[src/rtl/tia_graphics.sv]
// tia_graphics: playfield, sprite and colour-mixing pixel engine with a small
// register file and an optional sticky collision register.
//
// Ports:
//   raw_clk      - sole clock, rising edge
//   reset        - synchronous active-high reset
//   enable       - register read select (read when write_enable is low)
//   address      - 6-bit register address
//   data_in      - 8-bit write data
//   write_enable - register write strobe
//   data_out     - registered read data, holds while enable is low
//   pixel_en     - one-cycle strobe per pixel
//   in_image     - pixel lies inside the visible image
//   pos_x        - pixel column within the image
//   color        - registered pixel colour, two cycles after pixel_en
//
// Configuration macro: TIA_GRAPHICS_COLLISION_EN enables the collision
// register at address 0x20. Without it, 0x20 reads 0 and writes are ignored.
module tia_graphics #(
    parameter int PF_BITS      = 22,
    parameter int PF_SHIFT     = 4,
    parameter int NUM_PLAYERS  = 2,
    parameter int PLAYER_SHIFT = 1
) (
    input  logic       raw_clk,
    input  logic       reset,
    input  logic       enable,
    input  logic [5:0] address,
    input  logic [7:0] data_in,
    input  logic       write_enable,
    output logic [7:0] data_out,
    input  logic       pixel_en,
    input  logic       in_image,
    input  logic [9:0] pos_x,
    output logic [6:0] color
);

    localparam logic [23:0] PF_MASK = 24'((64'd1 << PF_BITS) - 64'd1);
    localparam int          SPR_W   = 8 << PLAYER_SHIFT;

    logic [6:0]  color_bg, color_fg;
    logic [1:0]  ctrlpf;
    logic [23:0] playfield;
    logic [7:0]  grp  [4];
    logic [7:0]  xpos [4];
    logic [6:0]  colp [4];
    logic [3:0]  refp;

    logic        player_ok;
    logic [7:0]  rd_value;

    logic [9:0]  pf_idx, pf_rel;
    logic [4:0]  pf_sel;
    logic        pf_hit_c;
    logic [3:0]  p_hit_c;
    logic [6:0]  spr_color_c;

    logic        s1_valid, s1_in_image, s1_pf_hit, s1_prio;
    logic [3:0]  s1_p_hit;
    logic [6:0]  s1_spr, s1_fg, s1_bg;
    logic [6:0]  mix_color;

`ifdef TIA_GRAPHICS_COLLISION_EN
    logic [7:0]  collision;
    logic [7:0]  coll_new;
`endif

    // Per-player registers live in fixed 4-entry arrays; entries at or above
    // NUM_PLAYERS are never written, so they stay zero and read as zero.
    assign player_ok = ({30'b0, address[1:0]} < NUM_PLAYERS);

    // Sprite hit: column offset from the sprite start, no wrap past 1023.
    function automatic logic sprite_hit(input logic [9:0] x, input logic [7:0] xp,
                                        input logic [7:0] g, input logic r);
        logic [9:0] start;
        logic [9:0] offset;
        logic [2:0] b;
        start      = {xp, 2'b00};
        offset     = x - start;
        b          = 3'(offset >> PLAYER_SHIFT);
        sprite_hit = 1'b0;
        if (x >= start && offset < 10'(SPR_W))
            sprite_hit = r ? g[b] : g[3'd7 - b];
    endfunction

    // Register file writes; reset wins over a coincident write.
    always_ff @(posedge raw_clk) begin
        if (reset) begin
            color_bg  <= '0;
            color_fg  <= '0;
            ctrlpf    <= '0;
            playfield <= '0;
            refp      <= '0;
            for (int n = 0; n < 4; n++) begin
                grp[n]  <= '0;
                xpos[n] <= '0;
                colp[n] <= '0;
            end
        end else if (write_enable) begin
            case (address)
                6'h00: color_bg <= data_in[7:1];
                6'h01: color_fg <= data_in[7:1];
                6'h02: ctrlpf   <= data_in[1:0];
                6'h03: playfield[23:16] <= data_in & PF_MASK[23:16];
                6'h04: playfield[15:8]  <= data_in & PF_MASK[15:8];
                6'h05: playfield[7:0]   <= data_in & PF_MASK[7:0];
                default: begin
                    if (player_ok) begin
                        case (address[5:2])
                            4'h4: grp[address[1:0]]  <= data_in;
                            4'h5: xpos[address[1:0]] <= data_in;
                            4'h6: colp[address[1:0]] <= data_in[7:1];
                            4'h7: refp[address[1:0]] <= data_in[0];
                            default: ;
                        endcase
                    end
                end
            endcase
        end
    end

    // Read mux; colour registers return the stored value in its write position.
    always_comb begin
        rd_value = '0;
        case (address)
            6'h00: rd_value = {color_bg, 1'b0};
            6'h01: rd_value = {color_fg, 1'b0};
            6'h02: rd_value = {6'b0, ctrlpf};
            6'h03: rd_value = playfield[23:16];
            6'h04: rd_value = playfield[15:8];
            6'h05: rd_value = playfield[7:0];
`ifdef TIA_GRAPHICS_COLLISION_EN
            6'h20: rd_value = collision;
`endif
            default: begin
                if (player_ok) begin
                    case (address[5:2])
                        4'h4: rd_value = grp[address[1:0]];
                        4'h5: rd_value = xpos[address[1:0]];
                        4'h6: rd_value = {colp[address[1:0]], 1'b0};
                        4'h7: rd_value = {7'b0, refp[address[1:0]]};
                        default: ;
                    endcase
                end
            end
        endcase
    end

    always_ff @(posedge raw_clk) begin
        if (reset)
            data_out <= '0;
        else if (enable && !write_enable)
            data_out <= rd_value;
    end

    // Playfield lookup: left half is always MSB-first, right half repeats or
    // mirrors depending on the reflect bit.
    always_comb begin
        pf_idx   = pos_x >> PF_SHIFT;
        pf_rel   = pf_idx - 10'(PF_BITS);
        pf_sel   = '0;
        pf_hit_c = 1'b0;
        if (pf_idx < 10'(PF_BITS)) begin
            pf_sel   = 5'(PF_BITS - 1) - pf_idx[4:0];
            pf_hit_c = playfield[pf_sel];
        end else if (pf_rel < 10'(PF_BITS)) begin
            pf_sel   = ctrlpf[0] ? pf_rel[4:0] : 5'(PF_BITS - 1) - pf_rel[4:0];
            pf_hit_c = playfield[pf_sel];
        end
    end

    // Sprite hits and the colour of the lowest-index hitting sprite.
    always_comb begin
        p_hit_c     = '0;
        spr_color_c = '0;
        for (int n = 0; n < 4; n++)
            p_hit_c[n] = (n < NUM_PLAYERS) && sprite_hit(pos_x, xpos[n], grp[n], refp[n]);
        for (int n = 3; n >= 0; n--)
            if (p_hit_c[n]) spr_color_c = colp[n];
    end

    // Stage 1 snapshots the colour registers along with the hits so that a
    // write landing between the two stages cannot alter an in-flight pixel.
    always_ff @(posedge raw_clk) begin
        if (reset) begin
            s1_valid    <= 1'b0;
            s1_in_image <= 1'b0;
            s1_pf_hit   <= 1'b0;
            s1_p_hit    <= '0;
            s1_prio     <= 1'b0;
            s1_spr      <= '0;
            s1_fg       <= '0;
            s1_bg       <= '0;
        end else begin
            s1_valid <= pixel_en;
            if (pixel_en) begin
                s1_in_image <= in_image;
                s1_pf_hit   <= pf_hit_c;
                s1_p_hit    <= p_hit_c;
                s1_prio     <= ctrlpf[1];
                s1_spr      <= spr_color_c;
                s1_fg       <= color_fg;
                s1_bg       <= color_bg;
            end
        end
    end

    always_comb begin
        if (s1_prio)
            mix_color = s1_pf_hit ? s1_fg : (|s1_p_hit) ? s1_spr : s1_bg;
        else
            mix_color = (|s1_p_hit) ? s1_spr : s1_pf_hit ? s1_fg : s1_bg;
    end

    // Stage 2: colour output, blanked outside the visible image.
    always_ff @(posedge raw_clk) begin
        if (reset)
            color <= '0;
        else if (s1_valid)
            color <= s1_in_image ? mix_color : 7'd0;
    end

`ifdef TIA_GRAPHICS_COLLISION_EN
    always_comb begin
        coll_new = '0;
        for (int n = 0; n < 4; n++) begin
            coll_new[n]     = s1_p_hit[n] & s1_pf_hit;
            coll_new[4 + n] = s1_p_hit[n] & (|(s1_p_hit & ~(4'b0001 << n)));
        end
    end

    // Sticky collision bits; a clear on the same edge discards new hits.
    always_ff @(posedge raw_clk) begin
        if (reset)
            collision <= '0;
        else if (write_enable && address == 6'h20)
            collision <= '0;
        else if (s1_valid && s1_in_image)
            collision <= collision | coll_new;
    end
`endif

endmodule
[config.mk]
export PLATFORM = sky130hd
export DESIGN_NAME = tia_graphics
export DESIGN_NICKNAME = d
export VERILOG_FILES = /design/src/rtl/tia_graphics.sv
export SDC_FILE = /design/constraint.sdc
export NUM_CORES = 1
export LEC_CHECK = 0
export CORE_AREA = 2 2 131 133
export DETAILED_ROUTE_END_ITERATION = 10
export DIE_AREA = 0 0 133 135
export GPL_ROUTABILITY_DRIVEN = 1
export HOLD_SLACK_MARGIN = 0.05
export PLACE_DENSITY = 0.8
export SYNTH_ARGS = -nofsm -noshare
export SYNTH_HDL_FRONTEND = slang
export SYNTH_SLANG_ARGS = --single-unit
[constraint.sdc]
create_clock -name raw_clk -period 4.1 [get_ports raw_clk]
set_clock_uncertainty 0.1 [all_clocks]
set_input_delay 0.41 -clock raw_clk [delete_from_list [all_inputs] [get_ports raw_clk]]
set_output_delay 0.41 -clock raw_clk [all_outputs]
set_load 0.02 [all_outputs]
### After elaboration in Yosys (flattened, before gate mapping)

Memories as Yosys holds them, arrays and structs flattened.
Cells that the tools add are included.

| word-level totals | value |
|---|---|
| flip-flop bits (word level) | 84 |
| RAM bits | 92 |
| input port bits | 30 |
| output and inout port bits | 15 |
| word-level logic and storage cells | 134 |
| memories | 3 |

Memories:

| name | words | width | rd ports | clocked after Yosys merged registers in | wr ports | line | RTL |
|---|---|---|---|---|---|---|---|
| grp | 4 | 8 | 3 | 0 | 4 | 44 | `logic [7:0] grp [4];` |
| xpos | 4 | 8 | 3 | 0 | 4 | 45 | `logic [7:0] xpos [4];` |
| colp | 4 | 7 | 3 | 0 | 4 | 46 | `logic [6:0] colp [4];` |

| cells by class | value |
|---|---|
| add/subtract/negate cells | 7 |
| order comparisons | 15 |
| equality and inequality tests | 9 |
| mux-type cells | 64 |
| bitwise logic cells | 1 |
| reduce and logical (&&, ||, !) cells | 18 |

Operator list:

| kind | count |
|---|---|
| $mux 7 | 9 |
| $pmux 8 s6 | 1 |
| $mux 1 | 37 |
| $pmux 8 s4 | 1 |
| $lt 10x5->1 const B | 3 |
| $mux 8 | 3 |
| $ge 10x10->1 | 2 |
| $sub 10x10->10 | 2 |
| $eq 4x3->1 const B | 4 |
| $lt 3x4->1 const B | 4 |
| $reduce_or 8->1 | 2 |
| $bmux 1 s3 | 4 |
| $eq 6x2->1 const B | 2 |
| $eq 6x3->1 const B | 2 |
| $lt 5x6->1 const B | 2 |
| $reduce_and 2->1 | 6 |
| $bmux 1 s5 | 2 |
| $sub 5x5->5 const A | 2 |
| $reduce_or 7->1 | 1 |
| $sub 6x5->7 const B | 1 |
| $eq 6x1->1 const B | 1 |
| $logic_not 6->1 | 1 |
| $lt 6x5->1 const B | 1 |
| $mux 2 | 3 |
| 14 further kinds | 18 |

### Longest topological paths before layout

Gate-level depths: netlist (run 1).

| depth | value |
|---|---|
| depth in word-level cells | 9 |
| gate-level depth with buffers | 12 |

### Least setup slack after synthesis (run 1)

OpenSTA, ideal clock, no wires.

| path | value |
|---|---|
| kind | in2reg |
| start | in pos_x[2] |
| end | reg s1_spr[0] |
| library setup time | 0.060 ns |
| data arrival time | 3.125 ns |
| data required time | 3.940 ns |
| slack | 0.815 ns |
| stages | 10 |
| path buffers | 1 |
| cell sequence | inv_1 > ha_1 > inv_1 > fa_1 > mux4_1 > mux4_2 > and4_1 > buf_6 > nor4_4 > a221o_1 |

| between the ends | value |
|---|---|
| word-level cells in the longest chain between the ends | 8 |
| elaborated cells on any way between the ends | 24 |
| classes of those cells | 4 x add/sub; 4 x order compare; 14 x mux; 2 x reduce/logical |

Ends and longest elaborated chain:

| element | line | RTL |
|---|---|---|
| start, declared | 34 | `input logic [9:0] pos_x,` |
| $sub 10x10->10 | 79 | `offset = x - start;` |
| $sub 3x3->3 | 83 | `sprite_hit = r ? g[b] : g[3'd7 - b];` |
| $bmux 1 s3 | 83 |  |
| $mux 1 (not written as such) | 83 |  |
| $mux 1 | 83 |  |
| $mux 1 | 82 | `if (x >= start && offset < 10'(SPR_W))` |
| $mux 7 | 179 | `if (p_hit_c[n]) spr_color_c = colp[n];` |
| $mux 7 * | 179 |  |
| end signal, assigned | 201 | `s1_spr <= spr_color_c;` |
| end, declared | 60 | `logic [6:0] s1_spr, s1_fg, s1_bg;` |

Mark *: on every way between the ends. The rest lies on a longest branch, timed or not. The select of a mux whose other input is x is not followed.
A chain may end at the register's enable or synchronous reset.

### Final worst setup path (run 1)

| path | value |
|---|---|
| start | in pos_x[2] |
| end | reg s1_spr[1] |

The elaborated chain is that of the path after synthesis.

==> results.toml, run 1 <==
[outcome]
status = "finished clean"

[power_and_ir_drop]
power.switching_mw = 1.06
seq_power_share_pct = 48.0
power_density_mw_per_mm2 = 387
clkPwrFrac_pct = 40.1
p_total_mw = 4.08
p_sw_share_pct = 26.0
ir_drop_mv = 0.308
comb_power_share_pct = 12.0
leakage_nw = 3.90
p_int_mw = 3.02

[logic_synthesis]
synth_seq_area_share_pct = 47.9
synth_top_flop_cell = "edfxtp_1"
synth_async_sr_flop_share_pct = 0
yosysTopAreaCell = "edfxtp_1"
synth-edff-count = 92
synth_area_mm2 = 0.00929
syn-mean-instance-area_um2 = 10.6
yosys_register_bits = 176
ys_top_cells_by_count = "92 x edfxtp_1, 84 x dfxtp_1, 66 x nand2_1"
syn_inst = 874
yosysWarnings = 0
ys_types = 61
synth_top_area_share_pct = 29.8
synth.most_common_cell = "edfxtp_1"
synth_top_cells_by_area = "edfxtp_1 30%, dfxtp_1 18%, mux4_2 8.0%"

[worst_setup_path]
critPathLaunchType = "input pin"
critPathMaxFanout = 7
path_delay_family = "multiplexers"
end_kind = "flip-flop"
critPathKind = "input pin to flip-flop"
path_common_cell = "inv_1"
path_buf_inv = 3
crit_slowest_cell = "fa_1"
cp.required_ps = 4380
worstReg2RegEnd = "s1_spr[1]"
worst-path-stages = 10
reg2regPathDepth = 8
crit_path_start = "pos_x[2]"
crit_arrival_ps = 3860
crit_path_cell_trace = "clkdlybuf4s50_1 -> inv_1 -> ha_1 -> inv_1 -> fa_1 -> mux4_1 -> mux4_2 -> and4_1 -> nor4_4 -> a221o_1"
reg2reg_setup_slack_ps = 680
cpPeakStageDelay_ps = 610
critPathCapture = "s1_spr[1]"
r2r_start = "xpos[0][0]"

[place]
portBuffers = 44
gp_congestion = 0.854
dp_hpwl_um = 15900

[layout]
nets = 958
drive_above_1_share_pct = 11.2
synthToLayoutAreaGrowth_pct = 13.5
n_antenna_cell = 0

[clock_network]
clk_pin_slew_ps = 70
clock_latency_ps = 440
cts_root_buf = "clkbuf_16"
post_cts_buffers = 0
cts-resized-gates = 0
cts.sinks = 176
cts_buffer_depth = 2
htreeDepth = 4
cts_buffers = 17
hold_buffers = 0
cts_tree = "yes"

[grt]
antenna_found_initial = 0
grt_max_degree = 75
grt_pass1_wl_um = 36600
grt_use_total_pct = 26.7
overflow = 0
grt_pass1_vias = 6627

[sta]
grt_setup_unrepaired = "no"
setup_violations = 0
worst_pin_slew_ps = 996
fin_crit_sh_pct = 87.3
fin_setup_tns_ps = 0
relSlewSlack_pct = 33.6
fmax_mhz = 279
period_needed_ps = 3580
finalHoldViolCount = 0
report.final.slew_viol_count = 0

[detailed_routing]
firstDrtPassIters = 7
avgRoutedWirePerCell_um = 20.2
drt-initial-drc-count = 935
ant_nets = 0
vias = 7126
drt-total-wl_um = 23100
vias_per_cell = 6.25
remaining_drc_errors = 0

[hold_path]
hp-class = "flip-flop to flip-flop"
holdPathStages = 1

[floorplan]
initial_core_util_pct = 56.6
row_count = 47
dieArea_mm2 = 0.0180
core_mm2 = 0.0164
die_w_um = 133
pin_count = 45
die_h_um = 135

[run]
drv_cap = 0
==> per-layer routing <==
metal	vias to the layer above	track usage [%]	part of all wire, %
li1	3289	-	-
met1	3401	38.2	43
met2	386	42.3	46
met3	50	4.65	8.7
met4	0	7.83	2.2
met5	-	0	0
==> worst reg2reg max path: stages (launching register included) <==
cell,delay [ps]
edfxtp_1,350
ha_1,170
inv_1,50
fa_1,610
mux4_1,580
mux4_2,460
and4_1,290
nor4_4,510
a221o_1,240
==> layout make-up <==
type	instances	area (um^2)
fillers	1265	5870
multi-input cells	617	4530
flip-flops and latches	176	4440
repair buffers	64	578
clock buffers	18	450
well taps	220	275
clock inverters	14	138
inverters	31	116
==> state kept, by name, indices dropped and copies added (netlist names) <==
| register | flops |
|---|---|
| color | 7 |
| color_bg | 7 |
| color_fg | 7 |
| colp | 28 |
| ctrlpf | 2 |
| data_out | 8 |
| grp | 32 |
| playfield | 22 |
| refp | 4 |
| s1_bg | 7 |
| s1_fg | 7 |
| s1_in_image | 1 |
| s1_p_hit | 2 |
| s1_pf_hit | 1 |
| s1_prio | 1 |
| s1_spr | 7 |
| s1_valid | 1 |
| xpos | 32 |
==> placed cells by master, fill, tap and decap left out, types with 7 or more instances in the layout <==
cell type and instances:
edfxtp_1 92, dfxtp_1 84, nand2_1 66, nor2_1 65, a21oi_1 59, nand3_1 46
clkdlybuf4s50_1 41, mux2i_1 39, nor2b_1 37, mux4_2 33, inv_1 31, and3_1 26
and2_1 24, conb_1 23, buf_4 21, ha_1 19, clkbuf_16 18, nor3_1 15
o21ai_0 15, a22oi_1 11, o22ai_1 10, o221ai_1 9, a211oi_1 9, nand2b_1 8
mux4_1 8, inv_6 7
==> power groups by stage <==
stage               Clock (mW)  Combinational, mW  Sequential, mW
floorplan                    0              0.334            1.98
global placement             0              0.471            1.99
detailed placement           0              0.479            1.99
CTS                       1.64              0.482            1.95
global route              1.71              0.527            1.96
finish                    1.63              0.487            1.96
==> per-stage QoR <==
stage | instance area [um^2] | setup WS [ps] | hold slack, ps | utilization (%) | cells
after detailed placement | 9950 | 170 | 355 | 60.6 | 1108
after floorplan | 9370 | 815 | 327 | - | 896
after global routing | 10500 | 446 | 387 | 64.2 | 1140
after global placement | 9950 | 233 | 344 | 60.6 | 1108
after CTS | 10500 | 553 | 370 | 64.2 | 1140
final | 10500 | 520 | 368 | 64.2 | 1140
==> how the worst min path moves through the flow <==
| stage | startpoint | end |
|---|---|---|
| after CTS | s1_p_hit[1] | s1_p_hit[1] |
| after detailed placement | s1_p_hit[1] | s1_p_hit[1] |
| final | s1_p_hit[1] | s1_p_hit[1] |
| after global placement | s1_p_hit[1] | s1_p_hit[1] |
| after global routing | refp[3] | refp[3] |
| after floorplan | s1_p_hit[1] | s1_p_hit[1] |
==> logic make-up after synthesis <==
| group | synth area share, % |
|---|---|
| buf+inv | 4.34 |
| other cells | 0.0404 |
| fa+ha+maj | 2.99 |
| xor+xnor | 0.755 |
| flops | 47.9 |
| compound gates | 11.7 |
| mux | 14.8 |
| simple gates | 17.5 |
No activity file was read; power rests on OpenSTA's default activity.
==> inputs of run 2 (changes only) <==
clock period = 4.4 ns   (was 4.1 ns; I/O delays follow)
==> results.toml, run 2 (synthesized netlist as in run 1, its figures left out) <==
[worst_setup_path]
critPathKind = "input pin to flip-flop"
end_kind = "flip-flop"
cp.required_ps = 4670
critPathMaxFanout = 9
critPathLaunchType = "input pin"
crit_arrival_ps = 4030

[sta]
fin_crit_sh_pct = 85.4
period_needed_ps = 3760
grt_setup_unrepaired = "no"
report.final.slew_viol_count = 0
setup_violations = 0
fin_setup_tns_ps = 0
fmax_mhz = 266
relSlewSlack_pct = 33.9
whs_ps = 357
finalHoldViolCount = 0
worst_pin_slew_ps = 992

[detailed_routing]
met2_length_um = 10700
firstDrtPassIters = 5
top_layer = "met4"
wl_met3_um = 2180
ant_nets = 0
drt-total-wl_um = 23300
remaining_drc_errors = 0
vias = 7126
wl_met1_um = 9840
avgRoutedWirePerCell_um = 20.5
drt-initial-drc-count = 899
vias_per_cell = 6.26

[layout]
mostFrequentLayoutCells = "92 x edfxtp_1, 84 x dfxtp_1, 66 x nand2_1"
drive_above_1_share_pct = 10.9
synthToLayoutAreaGrowth_pct = 13.5
final_common_cell = "edfxtp_1"
top_regs = "grp: 32 flops, xpos: 32 flops, colp: 28 flops"
n_antenna_cell = 0
final_util_pct = 64.3
num-fill-cells = 1259
nets = 956

[floorplan]
pin_count = 45
initial_core_util_pct = 56.6
core_mm2 = 0.0164
dieArea_mm2 = 0.0180
die_w_um = 133
row_count = 47
die_h_um = 135

[place]
dp_hpwl_um = 15900
portBuffers = 44
gp_congestion = 0.866

[grt]
overflow = 0
grt_use_total_pct = 27.1
grt_pass1_vias = 6953
grt_max_degree = 82
grt_pass1_wl_um = 37200
antenna_found_initial = 1

[power_and_ir_drop]
leakage_nw = 3.88
ir_drop_mv = 0.275
power_density_mw_per_mm2 = 363

[clock_network]
cts_root_buf = "clkbuf_16"
cts_tree = "yes"
clk_pin_slew_ps = 70
clock_latency_ps = 430
htreeDepth = 4
cts_buffer_depth = 2
cts-resized-gates = 0
hold_buffers = 0
cts_buffers = 17
post_cts_buffers = 0
cts.sinks = 176

[run]
drv_cap = 0

[outcome]
status = "finished clean"

[hold_path]
hp-class = "flip-flop to flip-flop"
-- run 2: report_power, final --
group | internal [mW] | switching, mW
Combinational | 0.192 | 0.264
Sequential | 1.79 | 0.0353
Clock | 0.904 | 0.645
Total | 2.88 | 0.944
-- run 2: area by class of cell --
cell class	count	area [um^2]	area share [%]
sequential	176	4440	42.2
timing repair buffer	62	563	5.34
inverter	31	116	1.10
multi-input combinational	617	4530	43.0
tap	220	275	2.61
clock inverter	11	129	1.22
clock buffer	21	482	4.57
-- run 2: metal layers --
layer  vias up  global-route usage [%]
met5         -                       0
met3        44                    5.63
met2       384                    42.1
met4         0                    10.9
li1       3294                       -
met1      3404                    37.4
-- run 2: final timing paths --
kind                            cells past startpoint   startpoint  slack [ps]     endpoint
worst min register to register                      1  s1_p_hit[1]         360  s1_p_hit[1]
worst max-delay path                               10     pos_x[2]         640    s1_spr[3]
worst max register to register                      8   xpos[0][0]         850    s1_spr[3]
worst min-delay path                                1  s1_p_hit[1]         360  s1_p_hit[1]
-- run 2: through the flow --
stage	std cells	power, mW	instance area (um^2)	setup WS, ps
after floorplan	896	2.15	9370	1090
after global placement	1106	2.29	9930	386
after detailed placement	1106	2.30	9930	269
after CTS	1138	3.83	10500	670
after global routing	1138	3.95	10500	557
final	1138	3.83	10500	645
-- run 2: worst max-delay path: stages --
cell and delay (ps):
clkdlybuf4s50_1 410, inv_1 110, ha_1 190, inv_1 60, fa_1 610, mux4_1 590
mux4_2 480, and4_1 350, nor4_4 530, a221o_1 230
==> inputs of run 3 (changes only) <==
CORE_AREA = 2 2 133 135   (was 2 2 131 133)
DIE_AREA = 0 0 135 137   (was 0 0 133 135)
PLACE_DENSITY = 0.81   (was 0.8)
clock period = 3.3 ns   (was 4.4 ns; I/O delays follow)
==> results.toml, run 3 (synthesized netlist as in run 1, its figures left out) <==
[clock_network]
post_cts_buffers = 0
cts_buffer_depth = 2
clock_latency_ps = 440
cts_tree = "yes"
cts.sinks = 176
cts_root_buf = "clkbuf_16"
clk_pin_slew_ps = 70
htreeDepth = 4
cts_buffers = 17

[outcome]
status = "finished clean"

[layout]
drive_above_1_share_pct = 13.6
final-seq-area_mm2 = 0.00444
multiInputGateArea_mm2 = 0.00455
top_regs = "grp: 32 flops, xpos: 32 flops, colp: 28 flops"
synthToLayoutAreaGrowth_pct = 15.7
n_antenna_cell = 0
final_common_cell = "edfxtp_1"
mostFrequentLayoutCells = "92 x edfxtp_1, 84 x dfxtp_1, 66 x nand2_1"
nets = 979
final_util_pct = 63.0
final_cells = 1166
num-fill-cells = 1318

[grt]
grt_use_total_pct = 27.4
overflow = 0
grt_max_degree = 80
grt_pass1_vias = 7005
antenna_found_initial = 1
grt_pass1_wl_um = 38400

[detailed_routing]
remaining_drc_errors = 0
avgRoutedWirePerCell_um = 20.9
vias_per_cell = 6.30
drt-initial-drc-count = 952
firstDrtPassIters = 6
drt-total-wl_um = 24400
ant_nets = 0
vias = 7343

[sta]
report.final.slew_viol_count = 0
finalHoldViolCount = 0
fin_crit_sh_pct = 97.5
fin_setup_tns_ps = 0
grt_setup_unrepaired = "no"
relSlewSlack_pct = 30.0
worst_pin_slew_ps = 1050
setup_violations = 0
setup_slack_ps = 82.3
period_needed_ps = 3220
fmax_mhz = 311

[place]
placed_cells = 1134
portBuffers = 44
dp_slack_ps = -544
dp_hpwl_um = 16700
gp_congestion = 0.870

[worst_setup_path]
critPathKind = "flip-flop to flip-flop"
path_delay_family = "multiplexers"
path_common_cell = "mux4_2"
critPathLaunchType = "flip-flop"
cpPeakStageDelay_ps = 590
end_kind = "flip-flop"
cp.required_ps = 3520
path_buf_inv = 2
crit_arrival_ps = 3440
crit_slowest_cell = "fa_2"
critPathMaxFanout = 8
crit_path_cell_trace = "ha_4 -> inv_1 -> fa_2 -> mux4_2 -> mux4_2 -> and4_4 -> buf_4 -> and3_2 -> a221o_1"

[floorplan]
dieArea_mm2 = 0.0185
core_mm2 = 0.0171
row_count = 48
initial_core_util_pct = 54.4
die_h_um = 137
die_w_um = 135
pin_count = 45

[hold_path]
hp-class = "input pin to flip-flop"

[power_and_ir_drop]
leakage_nw = 4.00
power_density_mw_per_mm2 = 477
ir_drop_mv = 0.400

[run]
drv_cap = 0
==> run 3: cell types whose count changed in the layout (fill, tap and decap cells not counted), moves of 2 or more <==
cell | before | now
buf_12 | 0 | 2
inv_6 | 2 | 6
buf_4 | 19 | 40
clkinvlp_4 | 5 | 2
==> run 3: area by class of cell <==
cell class | instances | area share, %
Timing Repair Buffer | 85 | 7.08
Tap cell | 225 | 2.62
Clock buffer | 19 | 4.12
Multi-Input combinational cell | 617 | 42.3
Inverter | 31 | 1.08
Clock inverter | 13 | 1.40
Sequential cell | 176 | 41.4
==> run 3: final timing paths <==
path                    from   endpoint  slack [ps]  depth (start not counted)
setup / recovery  xpos[0][0]  s1_spr[0]          80                          9
hold / removal         reset    refp[1]         170                          2
setup reg to reg  xpos[0][0]  s1_spr[0]          80                          9
hold reg to reg      refp[2]    refp[2]         370                          1
==> run 3: per-stage QoR <==
| stage | power (mW) | cell area (um^2) | hold WS [ps] |
|---|---|---|---|
| final | 5.12 | 10700 | 175 |
| after global routing | 5.26 | 10700 | 181 |
| after CTS | 5.12 | 10700 | 164 |
| after detailed placement | 3.10 | 10100 | 348 |
| after global placement | 3.09 | 10100 | 346 |
| after floorplan | 2.87 | 9370 | 327 |
==> run 3: where the power goes <==
part / total [mW] / switching, mW / internal (mW) / leakage (nW)
Sequential: 2.43 / 0.0499 / 2.38 / 1.56
Combinational: 0.647 / 0.364 / 0.283 / 2.16
Clock: 2.04 / 0.892 / 1.15 / 0.286
Total: 5.12 / 1.31 / 3.81 / 4.00
==> run 3: routing by layer <==
layer	vias up	wire [um]	track usage, %
li1	3324	-	-
met1	3554	9950	37.0
met2	404	11400	43.8
met3	61	2200	5.15
met4	0	806	11.6
met5	-	0	0
==> run 3: timing repair <==
item                                    CTS  global route
pin swaps                                 1             2
hold endpoints to repair                  0             0
endpoints found under the setup margin    7             7
hold buffers                              0             0
gates cloned                              0             0
resized for setup                         4             3
